`src/rtl/ring_johnson_counter.sv`:
```
// Ring / Johnson shift-register sequencer with load, enable, wrap pulse,
// and illegal-state self-correction with a sticky error flag.
//
// Parameters:
//   WIDTH       pattern width (2..64)
//   RESET_VALUE reset and correction target; one-hot and a Johnson code
// Ports:
//   clk        rising-edge clock
//   reset      asynchronous, active-high reset
//   en         step enable
//   dir        1 = shift toward bit 0, 0 = shift toward MSB
//   johnson    0 = ring (one-hot) mode, 1 = Johnson (twisted-ring) mode
//   load       synchronous parallel load strobe (beats en)
//   load_value value captured on load, not checked
//   count      current pattern (registered)
//   wrap       one-cycle pulse while count re-enters RESET_VALUE
//   error      sticky flag set by a correction step, cleared by load/reset
module ring_johnson_counter #(
    parameter int unsigned      WIDTH       = 4,
    parameter logic [WIDTH-1:0] RESET_VALUE = WIDTH'(1)
) (
    input  logic             clk,
    input  logic             reset,
    input  logic             en,
    input  logic             dir,
    input  logic             johnson,
    input  logic             load,
    input  logic [WIDTH-1:0] load_value,
    output logic [WIDTH-1:0] count,
    output logic             wrap,
    output logic             error
);

    localparam logic [WIDTH-1:0] ONE      = WIDTH'(1);
    localparam logic [WIDTH-2:0] EDGE_ONE = (WIDTH-1)'(1);

    logic [WIDTH-2:0] edges;
    logic             ring_ok;
    logic             john_ok;
    logic             legal;
    logic [WIDTH-1:0] ring_next;
    logic [WIDTH-1:0] john_next;
    logic [WIDTH-1:0] step_next;

    // A Johnson code has at most one boundary between adjacent bits; a ring
    // pattern has exactly one bit set. x & (x-1) clears the lowest set bit,
    // so it is zero only when x has at most one bit set.
    always_comb begin
        edges     = count[WIDTH-1:1] ^ count[WIDTH-2:0];
        ring_ok   = (count != '0) && ((count & (count - ONE)) == '0);
        john_ok   = (edges & (edges - EDGE_ONE)) == '0;
        legal     = johnson ? john_ok : ring_ok;
        ring_next = dir ? {count[0], count[WIDTH-1:1]}
                        : {count[WIDTH-2:0], count[WIDTH-1]};
        john_next = dir ? {~count[0], count[WIDTH-1:1]}
                        : {count[WIDTH-2:0], ~count[WIDTH-1]};
        step_next = johnson ? john_next : ring_next;
    end

    always_ff @(posedge clk or posedge reset) begin
        if (reset) begin
            count <= RESET_VALUE;
            wrap  <= 1'b0;
            error <= 1'b0;
        end else if (load) begin
            count <= load_value;
            wrap  <= 1'b0;
            error <= 1'b0;
        end else if (en) begin
            if (legal) begin
                count <= step_next;
                wrap  <= (step_next == RESET_VALUE);
            end else begin
                // Correction step: no shift, jump back to a known state.
                count <= RESET_VALUE;
                wrap  <= 1'b0;
                error <= 1'b1;
            end
        end else begin
            wrap <= 1'b0;
        end
    end

endmodule
```
`config.mk`:
```
export PLATFORM = sky130hd
export DESIGN_NAME = ring_johnson_counter
export DESIGN_NICKNAME = d
export VERILOG_FILES = /design/src/rtl/ring_johnson_counter.sv
export SDC_FILE = /design/constraint.sdc
export NUM_CORES = 1
export LEC_CHECK = 0
export ABC_AREA = 0
export ABC_CLOCK_PERIOD_IN_PS = 2900
export CORE_MARGIN = 8
export CORE_UTILIZATION = 35
export DETAILED_ROUTE_END_ITERATION = 8
export GPL_TIMING_DRIVEN = 0
export SYNTH_ARGS = -nofsm -noshare
export SYNTH_HDL_FRONTEND = slang
export SYNTH_SLANG_ARGS = --single-unit
```
`constraint.sdc`:
```
create_clock -name clk -period 2.9 [get_ports clk]
set_input_delay 0.58 -clock clk [delete_from_list [all_inputs] [get_ports clk]]
set_output_delay 0.58 -clock clk [all_outputs]
set_load 0.01 [all_outputs]
```
==> metrics list, run 1 <==
* Class of the tightest hold or removal check: flop to flop
* Worst max-slew margin expressed relative to the limit: 0.8202
- Peak per-stage delay on the critical path: 620 ps
- Tightest Pin Transition: 265.9 ps
* Wire length of the first global-routing pass: 2.083 mm
* Starting Density: 0.3571
- Of the available clock period, the critical path in the final layout requires 0.7236.
- Cell area after synthesis: 519.2 µm²
* Number of ports placed on the die boundary: 16
* Dominant cell by count in the synthesized netlist: inv_1
- The total overflow left after global routing is 0.
- Detailed placement ended at an HPWL of 982.1 µm.
- Setup-failing EPs final: 0
- CTS sink cnt: 6
- Slowest CP cell: dfstp_2
- Number of nets with antenna violations after detailed routing: 0
- Pre-Repair DR Iteration Count: 3
- DRT iter0 DRCs: 7
* TritonCTS Buffers: 3
- By area the synthesized netlist is led by dfrtp_1, ha_1, mux2i_1, dfstp_2, a21oi_1.
* Leakage power: 0.2978 nW
- Counting every instance in the synthesized netlist gives 60.
- Number of rows created at floorplan: 14
- Post-Synthesis Mean Instance Area: 8.654 µm²
* Vias per inst: 5.032
* Maximum number of buffers from clock root to sink: 2
- Launch point of the worst path: count[0]$_DFFE_PP1P_
- The number of gates resized after CTS was 0.
* Ratio of cells with drive above 1 in the final layout: 0.1039
* Share of synthesized cell area in and, or, nand and nor gates: 0.1880
- After layout, the design draws a total of 0.2995 mW.
- Setup crit start kind: flop
- Traced cell by cell, the critical path runs through inv_1 > ha_1 > o21ai_0 > a32oi_1 > or2_2 > o31ai_1.
* Tot GR Track Use: 0.09433
- In this run, post-CTS hold repair placed 0 buffers.
* Peak clock frequency supported by timing: 476.5 MHz
- Setup slack of the most critical reg-to-reg path: 800 ps
- Post-synthesis compound-gate area fraction: 0.2217
- The tree is rooted in a clkbuf_4.
* Unrepaired setup endpoints after global routing: false
- Among all flip-flop cells after synthesis, the most frequent one is dfrtp_1.
- Xor-xnor portion of the synthesized cell area: 0.03373
* Via total after detailed routing: 468
- Number of nets in the finished design: 93
- Counting flops and latches in the post-synthesis netlist gives 6.
* Share of synthesized area spent on multiplexers: 0.05783
* Quantity of I/O buffers inserted on ports: 13
- Dividing total power by cell area gives a power density of 430.5 nW/µm².
- TritonCTS built the clock tree.
- The synthesized netlist contains 27 unique library cells.
- STA classifies the critical path endpoint as a flop.
* Post-synth ARST share: 1.000
- Die ar.: 2972 µm²
- For the worst setup path, the data arrival time is 2240 ps.
* Worst setup path class: flop to flop
- The number of failing hold endpoints at the final stage is 0.
- The routed design could run at a clock period as short as 2099 ps.
* Main combinational cell family by area after synthesis: compound AO/OA/AOI/OAI gates
- Start point of the worst min-delay path: error$_DFFE_PP0P_
- Post-synth EDFFs: 0
- Skew final: 4.585 ps
- Placed cell areas: 669.4 µm²
* Clk Latency, worst-skew pair: 240 ps
- In this run the number of H-tree levels came out at 1.
* Pins Over Slew Limit: 0
- Reg clk slew, reported paths: 50 ps
* Area Growth Syn to Fin: 33.98%
- STA puts the critical path data required time at 3040 ps.
- The share of synthesized area in the top cell type comes to 0.2410.
* Die width: 54.52 µm
* Crit path buf inv count: 1
- Yosys printed 0 warnings.
* Buffers inserted by post-CTS timing repair: 0
- 0 antenna diodes ended up in the layout.
* Largest delay share family, worst path: flip-flops
- Aggregate routed wire length: 1.231 mm
- For this run, design rule violations remaining after detail routing come to 0.
- Total negative slack for setup checks: 0 ps
- Worst VDD drop: 0.2694 mV
- The region available for standard cell placement spans 1454 µm².
* Post-Synth Adder-Cell Area: 0.1205
- Run status: finished, final reports clean
- Start of the worst register-to-register path: count[0]$_DFFE_PP1P_
- Across the run, the number of max-cap violations was 0.
- Of the synthesized area, sequential elements account for 0.2916.
* Synth Net Count: 75
* Vertical die dimension: 54.52 µm
* Number of global-route vias before repair: 475
* WL/cell: 13.24 µm
* Post-route cell area: 695.7 µm²
* Final standard cell utilization of the core: 0.4785
- Of all cell types, the one taking the most synthesized area is dfrtp_1.
- Largest net degree at the start of global routing: 11
- RD Place Congestion: 0.7684
- The initial antenna violation count is 0.
* Largest driver fanout on the critical path: 9
-- registers in the layout (all words and copies together), names as in the netlist --
signal	cells
count	4
error	1
wrap	1
-- cells in the final DEF (no fill, tap or decap) --
cell type and count:
clkdlybuf4s50_1 13, inv_1 6, nand2_1 5, nor2_1 5, a21oi_1 5, ha_1 5, dfrtp_1 5, o21ai_0 4
mux2i_1 3, clkbuf_4 3, buf_6 2, nor3_1 2, o31ai_1 2, xnor2_1 1, a32oi_1 1, nand2b_1 1
or2_2 1, xor2_1 1, o31a_1 1, or4_1 1, nand3b_1 1, or3b_1 1, nand3_1 1, o21ai_1 1
a2111oi_2 1, nor4b_1 1, o22a_1 1, o2bb2ai_1 1, clkbuf_1 1, dfstp_2 1
-- power breakdown --
part           leakage, nW  switching, mW  internal, mW  total (mW)
clock               0.0150         0.0302        0.0521      0.0823
combinational        0.209         0.0530        0.0561       0.109
sequential          0.0738         0.0140        0.0941       0.108
total                0.298         0.0972         0.202       0.299
-- routing by layer --
layer,track usage,share of wire,routed length [µm]
met2,0.1393,0.44,537
met3,0.04076,0.060,74
met5,0,0,0
met4,0.02459,0,0
met1,0.1227,0.50,619
-- layout make-up --
class	instances	area, µm²
inverter	6	22.52
tap	16	20.02
multi-input combinational	46	322.8
buffer	2	22.52
fill	161	758.2
timing repair buffer	13	130.1
clock buffer	4	26.28
sequential	6	151.4
-- final timing paths --
path | end | cells past startpoint
max | count[1]$_DFFE_PP0P_ | 6
min | error$_DFFE_PP0P_ | 1
max reg2reg | count[1]$_DFFE_PP0P_ | 6
min reg2reg | error$_DFFE_PP0P_ | 1
max in group asynchronous | count[0]$_DFFE_PP1P_ | 2
min in group asynchronous | wrap$_DFF_PP0_ | 2
-- logic make-up after synthesis --
logic type,Yosys count
flip-flops,6
XOR/XNOR,2
AO/OA/AOI/OAI,17
buffers and inverters,8
multiplexers,3
adder cells (fa/ha/maj),5
AND/OR/NAND/NOR,19
-- worst reg2reg max path, cell delays in order (launching register included) --
cell,delay (ps)
dfstp_2,620
inv_1,90
ha_1,310
o21ai_0,180
a32oi_1,170
or2_2,370
o31ai_1,270
-- per-stage QoR --
step / std cells / setup WS, ps / hold WS [ps]
after floorplan: 60 / 953.9 / 370.2
final: 93 / 801.4 / 499.0
after detailed placement: 89 / 836.2 / 482.2
after global placement: 89 / 851.3 / 494.1
after global routing: 93 / 663.9 / 535.6
after CTS: 93 / 836.8 / 503.4
Note: power is estimated with default switching activity, not from simulation.
==> inputs of run 2 (changes only) <==
ABC_CLOCK_PERIOD_IN_PS = 2000   (was 2900)
clock period = 2 ns   (was 2.9 ns; I/O delays follow)
==> run 2 against run 1 <==
Net effect:
- non-clock buffer count grew 1
- clock skew grew 1.2 ps
- routed wire length grew 5.4%
- highest routed layer unchanged
==> metrics list, run 2 (synthesized netlist as in run 1, its figures left out) <==
- The flow ran to the end, and the final reports show no timing, DRC or antenna violations.
* Worst setup path class: flop to output port
- Slowest CP cell: dfstp_2
- Worst Reg-to-Reg Cells: 6
- STA classifies the critical path endpoint as an output port.
- Subtracting the final worst setup slack from the clock period gives 1873 ps.
- In the final design database the tool counted 94 nets.
* Worst max-slew margin expressed relative to the limit: 0.8215
- The tightest min-delay check is of the primary input to async pin type.
* Pre-CTS setup slack: -63.79 ps
- DRT iter0 DRCs: 10
- The finished layout holds 94 standard cells, fillers aside.
- Ordered cell list for the critical path: buf_4 > clkdlybuf4s50_1
- Hold-fix buffers, CTS: 0
- The multi-input combinational cells in the finished layout cover a total of 337.8 µm².
- Aggregate routed wire length: 1.298 mm
* WP data required: 1600 ps
* Final worst-path cycle share: 0.9365
- Wire length of the first global-routing pass: 2.139 mm
* Worst VDD drop: 0.4237 mV
- TritonCTS built the clock tree.
- Net switching fraction of the power: 0.3279
* Most common cell after layout, fill and taps aside: clkdlybuf4s50_1
- Vias per inst: 5.106
- Total negative slack for setup checks: 0 ps
- Summed over all nets, the switching power comes to 0.1486 mW.
* Setup-failing EPs final: 0
- The internal portion of the total power is 0.3046 mW.
- Minimum hold slack: 361.0 ps
- After routing the design area is 720.7 µm².
* Worst Slack Setup Final: 127.0 ps
- Port buffering added 13 buffers.
- Starting Density: 0.3571
- Clock latency on the worst-skew pair, taken at its later pin, is 240 ps.
* CTS sink cnt: 6
* Via total after detailed routing: 480
- FF+latch area: 153.9 µm²
* Largest delay share family, worst path: buffers and inverters
- Start of the worst register-to-register path: count[0]$_DFFE_PP1P_
* WL/cell: 13.81 µm
* Setup crit start kind: flop
- Number of nets with antenna violations after detailed routing: 0
- The first TritonRoute pass finished after 2 iterations.
- Vertical die dimension: 54.52 µm
* Unrepaired setup endpoints after global routing: false
- After layout, the design draws a total of 0.4532 mW.
* Capture instance of the worst register-to-register path: count[0]$_DFFE_PP1P_
* Die width: 54.52 µm
- Largest driver fanout on the critical path: 8
* Largest net degree at the start of global routing: 11
- Number of rows created at floorplan: 14
- Counting the fill cells in the layout gives 160.
* Ratio of cells with drive above 1 in the final layout: 0.1795
- The die covers 2972 µm².
* TritonCTS Buffers: 3
* Clock network fraction of total power: 0.262
- Placeable core area: 1454 µm²
* Number of global-route vias before repair: 477
* Number of max-capacitance violations reported: 0
- Post-detailed-route DRC marker count: 0
- Biggest registers after layout: count (4), error (1), wrap (1)
- Summed over all nets, the half-perimeter wirelength after detailed placement is 982.1 µm.
- Counting tap cells, the placed design contains a total of 89 instances.
- Power spread over the standard cell area amounts to 628.8 nW/µm².
- The share of total power dissipated in combinational logic is 0.398.
- Setup slack of the most critical reg-to-reg path: 130 ps
- No sink is reached through more buffers than the 2 on the longest clock path.
- Measured on the finished design, the core utilization comes to 0.4957.
* Total congestion overflow after global routing: 0
- The share of total power dissipated in sequential elements is 0.340.
* RD Place Congestion: 0.7684
- Pins Over Slew Limit: 0
* Skew final: 5.796 ps
- Tightest Pin Transition: 264.0 ps
* Ant. Diodes: 0
* Largest register FFs: 4
* Reg clk slew, reported paths: 50 ps
* Clock root cell: clkbuf_4
- In this run the static leakage power is 0.3029 nW.
- Placed cell areas: 669.4 µm²
- Peak clock frequency supported by timing: 533.9 MHz
* Crit path buf inv count: 2
* Initial antenna violation count: 0
- The largest single stage delay on the critical path is 540 ps.
* Htree depth: 1
- Pin placement for this block handled 16 I/O pins.
- The number of failing hold endpoints at the final stage was 0.
- Largest reg by FF count: count
- Area Growth Syn to Fin: 38.80%
* Tot GR Track Use: 0.09706
- STA puts the critical path data arrival time at 1470 ps.
## run 2: cell type report
class | instances | area share
Timing Repair Buffer | 14 | 0.1910
Buffer | 2 | 0.03125
Tap cell | 16 | 0.02778
Multi-Input combinational cell | 46 | 0.4688
Clock buffer | 4 | 0.03646
Inverter | 6 | 0.03125
Sequential cell | 6 | 0.2135
## run 2: worst max-delay path by stage
stage	start	end	slack, ps	depth (start not counted)
floorplan	count[0]$_DFFE_PP1P_	count[0]$_DFFE_PP1P_	50	6
global placement	count[0]$_DFFE_PP1P_	wrap$_DFF_PP0_	-50	6
detailed placement	count[0]$_DFFE_PP1P_	count[1]$_DFFE_PP0P_	-60	6
CTS	count[1]$_DFFE_PP0P_	count[1]$_DFFE_PP0P_	0.9	6
global route	count[0]$_DFFE_PP1P_	count[2]$_DFFE_PP0P_	40	6
finish	count[0]$_DFFE_PP1P_	count[0]	130	2
## run 2: layer usage
metal,global-route usage,wire length [µm],vias to the layer above
met5,0,0,-
met4,0.02459,0,0
met3,0.04076,74,0
met2,0.1412,603,13
met1,0.1289,620,217
li1,-,-,250
## run 2: repair_timing
| action | CTS | global route |
|---|---|---|
| setup buffers | 1 | 0 |
| pin swaps | 0 | 0 |
| setup endpoints to repair | 3 | 5 |
| gates resized for setup | 0 | 7 |
## run 2: power groups by stage
stage	Sequential [mW]	Clock (mW)	Combinational [mW]
after floorplan	0.160	0	0.0922
after global placement	0.159	0	0.158
after detailed placement	0.159	0	0.159
after CTS	0.153	0.124	0.168
after global routing	0.156	0.142	0.201
final	0.154	0.119	0.181
